## src/rtl/draw_sequencer_pkg.sv

```systemverilog
// Shared types and screen geometry for the clear+draw pixel sequencer.
// Screen is 160x120; coordinates outside it are clipped before reaching the VGA adapter.
package draw_sequencer_pkg;

   localparam int SCREEN_W = 160;
   localparam int SCREEN_H = 120;
   localparam int X_W      = 8;
   localparam int Y_W      = 7;
   localparam int COLOUR_W = 3;
   localparam int COUNT_W  = 15;

   localparam logic [X_W-1:0]     X_LAST    = X_W'(SCREEN_W - 1);
   localparam logic [Y_W-1:0]     Y_LAST    = Y_W'(SCREEN_H - 1);
   localparam logic [COUNT_W-1:0] COUNT_MAX = '1;

   typedef enum logic [1:0] {
      IDLE  = 2'd0,
      CLEAR = 2'd1,
      DRAW  = 2'd2,
      DONE  = 2'd3
   } state_t;

   function automatic logic on_screen(input logic [X_W-1:0] x, input logic [Y_W-1:0] y);
      return (x <= X_LAST) && (y <= Y_LAST);
   endfunction

endpackage

```

## src/rtl/vga_clip.sv

```systemverilog
// Bounds check and single register stage for the pixel path; off-screen plots
// are dropped and the last forwarded pixel's coordinates/colour are held.
module vga_clip
   import draw_sequencer_pkg::*;
(
   input  logic                clk,
   input  logic                rst,
   input  logic [X_W-1:0]      i_x,
   input  logic [Y_W-1:0]      i_y,
   input  logic [COLOUR_W-1:0] i_colour,
   input  logic                i_plot,
   output logic                o_fwd,
   output logic [X_W-1:0]      o_x,
   output logic [Y_W-1:0]      o_y,
   output logic [COLOUR_W-1:0] o_colour,
   output logic                o_plot
);

   logic [X_W-1:0]      r_x;
   logic [Y_W-1:0]      r_y;
   logic [COLOUR_W-1:0] r_colour;
   logic                r_plot;
   logic                w_fwd;

   assign w_fwd = i_plot && on_screen(i_x, i_y);

   always_ff @(posedge clk) begin
      if (rst) begin
         r_x      <= '0;
         r_y      <= '0;
         r_colour <= '0;
         r_plot   <= 1'b0;
      end else begin
         r_plot <= w_fwd;
         // Holding coordinates when nothing is forwarded keeps outputs quiet while idle.
         if (w_fwd) begin
            r_x      <= i_x;
            r_y      <= i_y;
            r_colour <= i_colour;
         end
      end
   end

   assign o_fwd    = w_fwd;
   assign o_x      = r_x;
   assign o_y      = r_y;
   assign o_colour = r_colour;
   assign o_plot   = r_plot;

endmodule

```

## src/rtl/draw_sequencer.sv

```systemverilog
// Runs one clear pass (fill engine) then one draw pass (shape engine) per start request,
// muxing the owning engine's pixels to the VGA adapter and counting forwarded pixels.
module draw_sequencer
   import draw_sequencer_pkg::*;
(
   input  logic                clk,
   input  logic                rst,
   input  logic                start,
   output logic                done,
   input  logic [COLOUR_W-1:0] clear_colour,
   output logic                fill_start,
   output logic [COLOUR_W-1:0] fill_colour,
   input  logic                fill_done,
   input  logic [X_W-1:0]      fill_x,
   input  logic [Y_W-1:0]      fill_y,
   input  logic [COLOUR_W-1:0] fill_vcolour,
   input  logic                fill_plot,
   output logic                shape_start,
   input  logic                shape_done,
   input  logic [X_W-1:0]      shape_x,
   input  logic [Y_W-1:0]      shape_y,
   input  logic [COLOUR_W-1:0] shape_colour,
   input  logic                shape_plot,
   output logic [X_W-1:0]      vga_x,
   output logic [Y_W-1:0]      vga_y,
   output logic [COLOUR_W-1:0] vga_colour,
   output logic                vga_plot,
   output logic [COUNT_W-1:0]  plot_count,
   output logic [1:0]          dbg_state
);

   state_t               r_state;
   state_t               w_next;
   logic [COUNT_W-1:0]   r_count;
   logic [X_W-1:0]       w_sel_x;
   logic [Y_W-1:0]       w_sel_y;
   logic [COLOUR_W-1:0]  w_sel_colour;
   logic                 w_sel_plot;
   logic                 w_fwd;

   always_ff @(posedge clk) begin
      if (rst) r_state <= IDLE;
      else     r_state <= w_next;
   end

   // Engine handshakes are Moore outputs of the state, so the two starts can never overlap
   // and only the engine that owns the current state reaches the pixel path.
   always_comb begin
      w_next       = r_state;
      fill_start   = 1'b0;
      fill_colour  = '0;
      shape_start  = 1'b0;
      done         = 1'b0;
      w_sel_x      = '0;
      w_sel_y      = '0;
      w_sel_colour = '0;
      w_sel_plot   = 1'b0;
      case (r_state)
         IDLE: begin
            if (start) w_next = CLEAR;
         end
         CLEAR: begin
            fill_start   = 1'b1;
            fill_colour  = clear_colour;
            w_sel_x      = fill_x;
            w_sel_y      = fill_y;
            w_sel_colour = fill_vcolour;
            w_sel_plot   = fill_plot;
            if (fill_done) w_next = DRAW;
         end
         DRAW: begin
            shape_start  = 1'b1;
            w_sel_x      = shape_x;
            w_sel_y      = shape_y;
            w_sel_colour = shape_colour;
            w_sel_plot   = shape_plot;
            if (shape_done) w_next = DONE;
         end
         DONE: begin
            done = 1'b1;
            if (!start) w_next = IDLE;
         end
         default: w_next = IDLE;
      endcase
   end

   vga_clip u_clip (
      .clk      (clk),
      .rst      (rst),
      .i_x      (w_sel_x),
      .i_y      (w_sel_y),
      .i_colour (w_sel_colour),
      .i_plot   (w_sel_plot),
      .o_fwd    (w_fwd),
      .o_x      (vga_x),
      .o_y      (vga_y),
      .o_colour (vga_colour),
      .o_plot   (vga_plot)
   );

   // Count moves on the same edge as vga_plot so the two always agree.
   always_ff @(posedge clk) begin
      if (rst) begin
         r_count <= '0;
      end else if (r_state == IDLE && start) begin
         r_count <= '0;
      end else if (w_fwd && r_count != COUNT_MAX) begin
         r_count <= r_count + 1'b1;
      end
   end

   assign plot_count = r_count;
   assign dbg_state  = r_state;

endmodule
```

## config.mk

```make
export PLATFORM = sky130hd
export DESIGN_NAME = draw_sequencer
export DESIGN_NICKNAME = d
export VERILOG_FILES = /design/src/rtl/draw_sequencer_pkg.sv /design/src/rtl/vga_clip.sv /design/src/rtl/draw_sequencer.sv
export SDC_FILE = /design/constraint.sdc
export NUM_CORES = 1
export LEC_CHECK = 0
export ABC_AREA = 0
export CAP_MARGIN = 20
export CORE_UTILIZATION = 43
export CTS_CLUSTER_DIAMETER = 150
export DETAILED_ROUTE_END_ITERATION = 10
export PLACE_DENSITY = 0.87
export SETUP_SLACK_MARGIN = 0.15
export SLEW_MARGIN = 20
export SYNTH_ARGS = -nofsm -noshare
export SYNTH_HDL_FRONTEND = slang
export SYNTH_SLANG_ARGS = --single-unit
```

## constraint.sdc

```tcl
create_clock -name clk -period 5.6 [get_ports clk]
set_input_delay 0.84 -clock clk [delete_from_list [all_inputs] [get_ports clk]]
set_output_delay 0.84 -clock clk [all_outputs]
set_load 0.05 [all_outputs]
```

==> summary by stage <==
Status
The flow ran to the end, and the final reports show no timing, DRC or antenna violations.

STA
Based on the critical path, the design can be clocked at up to 295.2 MHz. Summed over all failing endpoints, the final setup total negative slack is 0 ps. The smallest clock period supported by the final layout is computed as 3388 ps.

The count of endpoints failing setup in the final report is 0. The count of final max-slew check failures is 0. After layout, the worst path uses 60.49% of the clock period. The number of endpoints with negative hold slack in the final report is 0. Setup repair after global routing left no endpoint under its margin. The worst clock skew on the final layout is 5.756 ps. For the pin with the worst max-slew slack, the measured transition is 926.5 ps.

The worst setup margin is 2212 ps. The tightest slew margin relative to the limit is 38.24%.

Worst setup path
The slowest stage of the critical path belongs to the cell sky130_fd_sc_hd__clkdlybuf4s50_1. The setup path with the least slack is of type reg -> out. The signal on the critical path passes through inv_1, ha_1, and2_1, clkdlybuf4s50_1.

The data arrival time of the worst path is 2550 ps. The worst setup path is captured at an output port. The critical-path maximum fanout is 28. On the worst path, the slowest cell contributes a delay of 790 ps. STA puts the critical path data required time at 4760 ps.

STA classifies the critical path startpoint as a flop.

Final layout
The post-route standard cell area excluding fillers is 2709 um2. The share of final-layout standard cells stronger than drive strength 1 is 4.110%. Relative to the synthesized area, the layout overhead comes to 55.53%. Cells fill 71.83% of the core in the end.

In the final design database the tool counted 342 nets. 0 antenna diodes ended up in the layout.

Clock network
The clock reaches the later pin of the worst-skew pair after 280 ps. The number of instances resized during post-cts repair is 0. The CTS tree is built. The tree built by TritonCTS fans out to 36 sinks. The buffer cell driving the clock tree root is sky130_fd_sc_hd__clkbuf_8. Once the clock tree was built, the setup fixing pass inserted 0 buffers.

For this design, the CTS-stage hold fixing added 0 buffers. The clock-pin transition on the worst setup and hold timing paths is 70 ps. The longest clock path from root to sink contains 2 buffers. Clock tree synthesis inserted a total of 5 buffers.

The H-tree depth reported by CTS is 2.

Global route
Summed over all layers, the global routing overflow is 0. The first global-routing pass estimated 8066 um of wire. The number of antenna violations at the first check in global routing is 0.

The number of global-route vias before repair was 1,913. The maximum number of pins on one net before global-route repair is 29. The overall track demand over capacity in global routing is 24.51%.

Detailed routing
The detailed-route wire length on metal 1 is 2061 um. The number of design rule violations left after detail routing is 0. The final layout contains routed wiring with a total length of 4906 um. In the routed layout, each cell is associated on average with a via count of 5.647.

The antenna violation net count after detailed routing is 0. The detailed router used layers up to and including met4. The number of vias after detailed routing is 1,920. In this run, the number of DRC markers left after iteration 0 of detailed routing was 89. Detailed routing placed a total of 2456 um of wire on met2. The number of iterations in the first detailed-routing pass is 5. The total length of routed met3 wires is 259 um.

The routed length per instance is 14.43 um.

Floorplan
Measured along the x axis, the die boundary spans 65.64 um. The total core area is 3771 um2. The die area is 4309 um2.

The I/O pin count is 88. The floorplan has 22 rows. The die height is 65.64 um. For this configuration, the core starts out at a cell density of 46.18%.

Yosys
The fraction of synthesized cell area taken by the top area cell type is 41.38%. The post-synth net total is 262. Ranked by total cell area, the synthesized netlist is headed by sky130_fd_sc_hd__dfxtp_1 (41%), sky130_fd_sc_hd__a221oi_1 (7.0%), sky130_fd_sc_hd__nor2_1 (6.0%). The number of distinct library cells after synthesis is 32.

The share of synthesized area occupied by flip-flops and latches is 41.38%. The flip-flop and latch count after synthesis is 36. Summing every instance area after synthesis gives 1742 um2.

In this run, synthesis inferred 0 flip-flops with an integrated enable. The largest area contributor in the netlist is sky130_fd_sc_hd__dfxtp_1. The average cell area after synthesis is 8.254 um2. After technology mapping, the gate count stands at 211.

For this run, the leading register cell type out of synthesis is sky130_fd_sc_hd__dfxtp_1. During synthesis, Yosys emitted a total of 0 warnings. After synthesis, the share of flip-flops with an asynchronous set or reset is 0%.

Place
The count of buffers added on input and output ports is 87. The post-placement cell area is 2616 um2. The HPWL reported at the end of detailed placement is 3569 um. The placer's final routability congestion estimate is 0.7877. OpenSTA, run right after detailed placement, puts the worst setup slack at 2290 ps.

Power
In this run the power density over the cells is 427.1 nW/um2. The static leakage is 0.0009412 uW. IR analysis of the VDD net gives a maximum drop of 0.3653 mV.

Hold path
The path class of the tightest hold or removal check is reg -> reg.

Job
The number of violations of the max-capacitance limit is 0.
==> cells in the final DEF (no fill, tap or decap), types with 2 or more instances in the layout <==
cell | synthesis | final
sky130_fd_sc_hd__ha_1 | 5 | 5
sky130_fd_sc_hd__a22o_1 | 3 | 3
sky130_fd_sc_hd__and2_1 | 3 | 3
sky130_fd_sc_hd__inv_1 | 5 | 5
sky130_fd_sc_hd__nand2_1 | 10 | 10
sky130_fd_sc_hd__o21ai_1 | 12 | 12
sky130_fd_sc_hd__a211oi_1 | 2 | 2
sky130_fd_sc_hd__nand3_1 | 3 | 3
sky130_fd_sc_hd__or3_1 | 12 | 12
sky130_fd_sc_hd__buf_4 | 0 | 2
sky130_fd_sc_hd__clkdlybuf4s50_1 | 0 | 87
sky130_fd_sc_hd__mux2i_1 | 2 | 2
sky130_fd_sc_hd__nor2_1 | 28 | 28
sky130_fd_sc_hd__dfxtp_1 | 36 | 36
sky130_fd_sc_hd__and3_1 | 5 | 5
sky130_fd_sc_hd__a221oi_1 | 14 | 14
sky130_fd_sc_hd__nor3_1 | 17 | 17
sky130_fd_sc_hd__nand4_1 | 9 | 9
sky130_fd_sc_hd__a21oi_1 | 16 | 16
sky130_fd_sc_hd__clkbuf_8 | 0 | 6
sky130_fd_sc_hd__clkinv_2 | 0 | 2
==> layout make-up <==
class | count | area [um2]
Clock inverter | 2 | 10.01
Sequential cell | 36 | 720.7
Clock buffer | 6 | 82.58
Tap cell | 48 | 60.06
Fill cell | 319 | 1062
Timing Repair Buffer | 89 | 885.9
Inverter | 5 | 18.77
Multi-Input combinational cell | 154 | 930.9
==> metrics by stage <==
stage,hold WS [ps],instances,total power (uW)
6_report,493.4,340,1157
3_3_place_gp,481.5,332,957.1
3_5_place_dp,488.5,332,970.1
4_1_cts,498.2,340,1160
2_1_floorplan,705.1,211,775.0
5_1_grt,514.1,340,1220
==> cells by family (layout without fill, tap and decap cells) <==
kind of cell,after synthesis,in the layout,synth area share (%)
buf+inv,21,102,5.173
mux,3,3,2.011
flops,36,36,41.38
compound gates,58,58,23.06
fa+ha+maj,5,5,3.592
simple gates,88,88,24.78
==> per-layer routing <==
layer	track usage, %	up-vias
met4	11.14	0
met2	42.98	60
met3	8.160	13
met1	26.23	898
met5	0	-
li1	-	949
==> cells in the mapped netlist (all sizes together), types with 2 or more instances <==
library cell / count
ha: 5
inv: 5
a21oi: 16
nand2: 10
nand3: 3
a221oi: 14
nand4: 9
and3: 5
buf: 9
a211oi: 2
nor3: 17
mux2i: 2
a311oi: 2
nor2: 28
a22o: 3
or3: 12
clkbuf: 7
and2: 3
o21ai: 13
dfxtp: 36
==> flip-flops by register name (all words and copies together) (netlist names) <==
name	count
dbg_state	2
u_clip.o_colour	3
u_clip.o_x	8
u_clip.o_y	7
u_clip.o_plot	1
plot_count	15
==> path summary, 6_finish.rpt <==
| kind | slack (ps) | endpoint | from | depth (start not counted) |
|---|---|---|---|---|
| worst max-delay path | 2210 | fill_colour[0] | dbg_state[1] | 4 |
| worst min-delay path | 490 | u_clip.o_x[6] | u_clip.o_x[6] | 2 |
| worst max register to register | 2290 | plot_count[10] | dbg_state[1] | 8 |
| worst min register to register | 490 | u_clip.o_x[6] | u_clip.o_x[6] | 2 |
==> worst max-delay path: cells and delay by family (launching register included) <==
family                     cells  cell delay (ps)
buffers and inverters          2              890
adders and majority gates      1              770
DFF                            1              360
and+or+nand+nor                1              230
==> report_power, final <==
group | switching, uW | internal (uW) | total [uW]
Sequential | 28.1 | 302 | 330
Combinational | 420 | 217 | 637
Clock | 91.1 | 98.1 | 189
Total | 540 | 617 | 1160
Note: power is estimated with default switching activity, not from simulation.
==> variant 1: new RTL, same settings <==
Register the output `plot_count` once more, with the module's reset; this adds one clock of latency there. The other outputs are not delayed to match.
--- a/src/rtl/draw_sequencer.sv
+++ b/src/rtl/draw_sequencer.sv
@@ -109,7 +109,13 @@
       end
    end
 
-   assign plot_count = r_count;
+   always_ff @(posedge clk) begin
+      if (rst) begin
+         plot_count <= '0;
+      end else begin
+         plot_count <= r_count;
+      end
+   end
    assign dbg_state  = r_state;
 
 endmodule
Behaviour: not the same (a bounded check fails within 4 cycles, from zero or initial values and one cycle with rst high).
==> variant 1 against the original RTL <==
  * Worst setup slack got worse by 23 ps
  * Area after synthesis increased by 25%
  * Sequential cell count grew 15
  * Count of clock-buffer cells in the layout unchanged
  * Power increased by 16%
  * Via count increased by 10%
  * Maximum frequency decreased by 0.67%
  * Final area rose by 18%
  * First-iteration DRC count increased by 63%
  * Critical path depth unchanged
  * Wire length increased by 5.0%
  * Highest routed layer unchanged
==> variant 1: results <==
set metrics [dict create \
    drt-total-wl_mm 5.150 \
    gr-usage-all-layers_pct 20.15 \
    yosys.cell_types.count 40 \
    number_of_global_route_vias_before_repair 1921 \
    place_inst 382 \
    layout-drive-gt1-share_pct 5.556 \
    dpl_cell_area_mm2 0.003078 \
    place.detailed.hpwl_mm 3.720 \
    status "complete, no violations" \
    clock_transition_time_at_the_flip_flop_clock_pins_of_the_worst_setup_and_hold_paths_ps 90 \
    static_leakage_nw 1.110 \
    detail_route.wl_per_cell_um 13.17 \
    timing.clock.skew_ps 15.81 \
    insertion_delay_ps 310 \
    yosysSeqAreaShare_pct 46.92 \
    routed_via_density 5.409 \
    num-nets-final 374 \
    synth_nets 296 \
    critical_path_arrival_ps 2570 \
    worst_pin_slew_ps 907.5 \
    drt_first_iter_violations 145 \
    grt_start_max_net_pins 39 \
    top_cells_by_count_synth "51 x sky130_fd_sc_hd__dfxtp_1, 29 x sky130_fd_sc_hd__nor2_1, 18 x sky130_fd_sc_hd__nor3_1" \
    synth_area_per_cell_um2 8.881 \
    drt_first_pass_iters 4 \
    rd_place_congestion 0.7905 \
]
## variant 1: area by class of cell
type	instances	area [µm²]
repair buffers	89	889.6
inverters	5	18.77
clock buffers	6	82.58
multi-input cells	171	1077
fillers	379	1578
well taps	67	83.83
flip-flops and latches	51	1021
clock inverters	2	35.03
## variant 1: per-stage QoR
step                      hold WS, ps  setup WS, ps  utilization, %
final                           487.3          2189           67.03
after global routing            507.4          2066           67.03
after CTS                       491.1          2169           66.77
after detailed placement        478.4          2333           64.31
after global placement          476.9          2407           64.31
after floorplan                 454.4          2261               -
## variant 1: logic make-up after synthesis
group | share of synthesized area, %
adder cells (fa/ha/maj) | 2.875
AO/OA/AOI/OAI | 18.57
AND/OR/NAND/NOR | 25.82
flip-flops | 46.92
buffers and inverters | 4.428
multiplexers | 1.380
## variant 1: worst paths after layout
kind                            depth (start not counted)                         to                 startpoint  slack [ps]
worst max register to register                          7    r_count[3]$_SDFFE_PP0P_  dbg_state[1]$_SDFFE_PP0P_        2620
worst min-delay path                                    1  plot_count[14]$_SDFF_PP0_   r_count[14]$_SDFFE_PP0P_         490
worst min register to register                          1  plot_count[14]$_SDFF_PP0_   r_count[14]$_SDFFE_PP0P_         490
worst max-delay path                                    4             fill_colour[0]  dbg_state[1]$_SDFFE_PP0P_        2190
## variant 1: report_power, final
group | switching, mW | internal [mW]
combinational | 0.421 | 0.218
sequential | 0.0328 | 0.409
clock | 0.117 | 0.145
## variant 1: routing by layer
layer	track usage (%)	wire, µm	up-vias
met2	34.05	2537	84
li1	-	-	1059
met3	7.320	415	7
met5	0	0	-
met4	5.882	69	0
met1	23.86	2127	965
==> variant 2: new RTL, config.mk and constraints unchanged <==
Without the edit above. `COLOUR_W`: 3 -> 6.
--- a/src/rtl/draw_sequencer_pkg.sv
+++ b/src/rtl/draw_sequencer_pkg.sv
@@ -6,7 +6,7 @@
    localparam int SCREEN_H = 120;
    localparam int X_W      = 8;
    localparam int Y_W      = 7;
-   localparam int COLOUR_W = 3;
+   localparam int COLOUR_W = 6;
    localparam int COUNT_W  = 15;
 
    localparam logic [X_W-1:0]     X_LAST    = X_W'(SCREEN_W - 1);
Interface: changed (5 resized); port bits go from 88 to 103. The function was not compared with the original's and may differ.
==> variant 2 against the original RTL <==
  * Via count is 12% higher
  * Register-to-register slack better by 200 ps
  * Worst hold slack better by 2.0 ps
  * Wire length is 13% higher
  * Sequential cell count is 3 higher
  * Power is 12% higher
  * Clock power is 3% lower
  * Sequential share of layout area is 1.1 points lower
  * Final area is 13% higher
  * Worst setup slack better by 21 ps
  * Area after synthesis is 13% higher
==> variant 2: results <==
set metrics [dict create \
    status "complete, no violations" \
    drt_first_pass_iters 4 \
    place.detailed.hpwl_mm 4.003 \
    drt_first_iter_violations 170 \
    regToRegSetupSlack_ps 2490 \
    gr-usage-all-layers_pct 23.53 \
    routed_via_density 5.759 \
    fillers 350 \
    route.met3.wl_um 549 \
    dpl_cell_area_mm2 0.002967 \
    grt_met1_use_pct 27.47 \
    gr-usage-met3_pct 10.03 \
    timing.clock.skew_ps 15.33 \
    synth-adder-area-share_pct 3.824 \
    num-nets-final 382 \
    synth_nets 290 \
    dr_total_vias 2154 \
    rd_place_congestion 0.7905 \
    grt_util_met2_pct 37.97 \
    critical_path.reg2reg.endpoint "plot_count[11]$_SDFFE_PP0P_" \
    slew_headroom_pct 37.04 \
    wl_met2_mm 2.703 \
    yosys.cell_types.count 39 \
    number_of_global_route_vias_before_repair 2033 \
    drt-total-wl_mm 5.529 \
    synth_mux_area_share_pct 1.020 \
    synth_area_per_cell_um2 8.573 \
    top_cells_by_count_synth "39 x sky130_fd_sc_hd__dfxtp_1, 28 x sky130_fd_sc_hd__nor2_1, 20 x sky130_fd_sc_hd__nor3_1, 17 x sky130_fd_sc_hd__a221oi_1, 14 x sky130_fd_sc_hd__a21oi_1" \
    first_pass_grt_wire_length_mm 9.128 \
    power.ir.vdd_worst_mv 0.2622 \
    synth_area_leaders "sky130_fd_sc_hd__dfxtp_1 40%, sky130_fd_sc_hd__a221oi_1 7.6%, sky130_fd_sc_hd__nor2_1 5.4%, sky130_fd_sc_hd__nor3_1 5.1%, sky130_fd_sc_hd__ha_1 3.8%" \
    min-delay-start "u_clip.o_y[2]$_SDFFE_PP0P_" \
]
[variant 2: critical path, stage by stage (launching register included)]
cell	delay, ps
sky130_fd_sc_hd__dfxtp_1	350
sky130_fd_sc_hd__inv_1	130
sky130_fd_sc_hd__ha_1	800
sky130_fd_sc_hd__clkdlybuf4s50_1	960
[variant 2: cell type report]
cell class | count | share of cell area [%]
clock buffer | 6 | 2.369
sequential | 39 | 25.49
clock inverter | 2 | 0.4085
timing repair buffer | 104 | 33.95
multi-input combinational | 167 | 35.17
inverter | 4 | 0.4902
tap | 52 | 2.124
[variant 2: stage by stage]
step / hold WS, ps / utilization [%] / total power [mW]
final: 495.5 / 69.86 / 1.295
after detailed placement: 492.0 / 67.67 / 1.114
after global placement: 485.1 / 67.67 / 1.103
after floorplan: 709.0 / - / 0.8944
after global routing: 525.9 / 69.86 / 1.370
after CTS: 500.0 / 69.61 / 1.299
[variant 2: power breakdown]
| group | total (mW) | internal [mW] | switching, mW |
|---|---|---|---|
| sequential | 0.364 | 0.330 | 0.0339 |
| combinational | 0.749 | 0.258 | 0.491 |
| clock | 0.183 | 0.0870 | 0.0957 |
| total | 1.30 | 0.674 | 0.621 |
[variant 2: worst max path at each step]
stage / from / endpoint / slack [ps] / depth (start not counted)
after detailed placement: dbg_state[0]$_SDFFE_PP0P_ / plot_count[6]$_SDFFE_PP0P_ / 2440 / 7
after global routing: dbg_state[0]$_SDFFE_PP0P_ / shape_start / 2080 / 3
after global placement: dbg_state[0]$_SDFFE_PP0P_ / plot_count[6]$_SDFFE_PP0P_ / 2500 / 7
final: dbg_state[0]$_SDFFE_PP0P_ / shape_start / 2230 / 3
after CTS: dbg_state[0]$_SDFFE_PP0P_ / shape_start / 2240 / 3
after floorplan: dbg_state[0]$_SDFFE_PP0P_ / fill_colour[0] / 2540 / 4
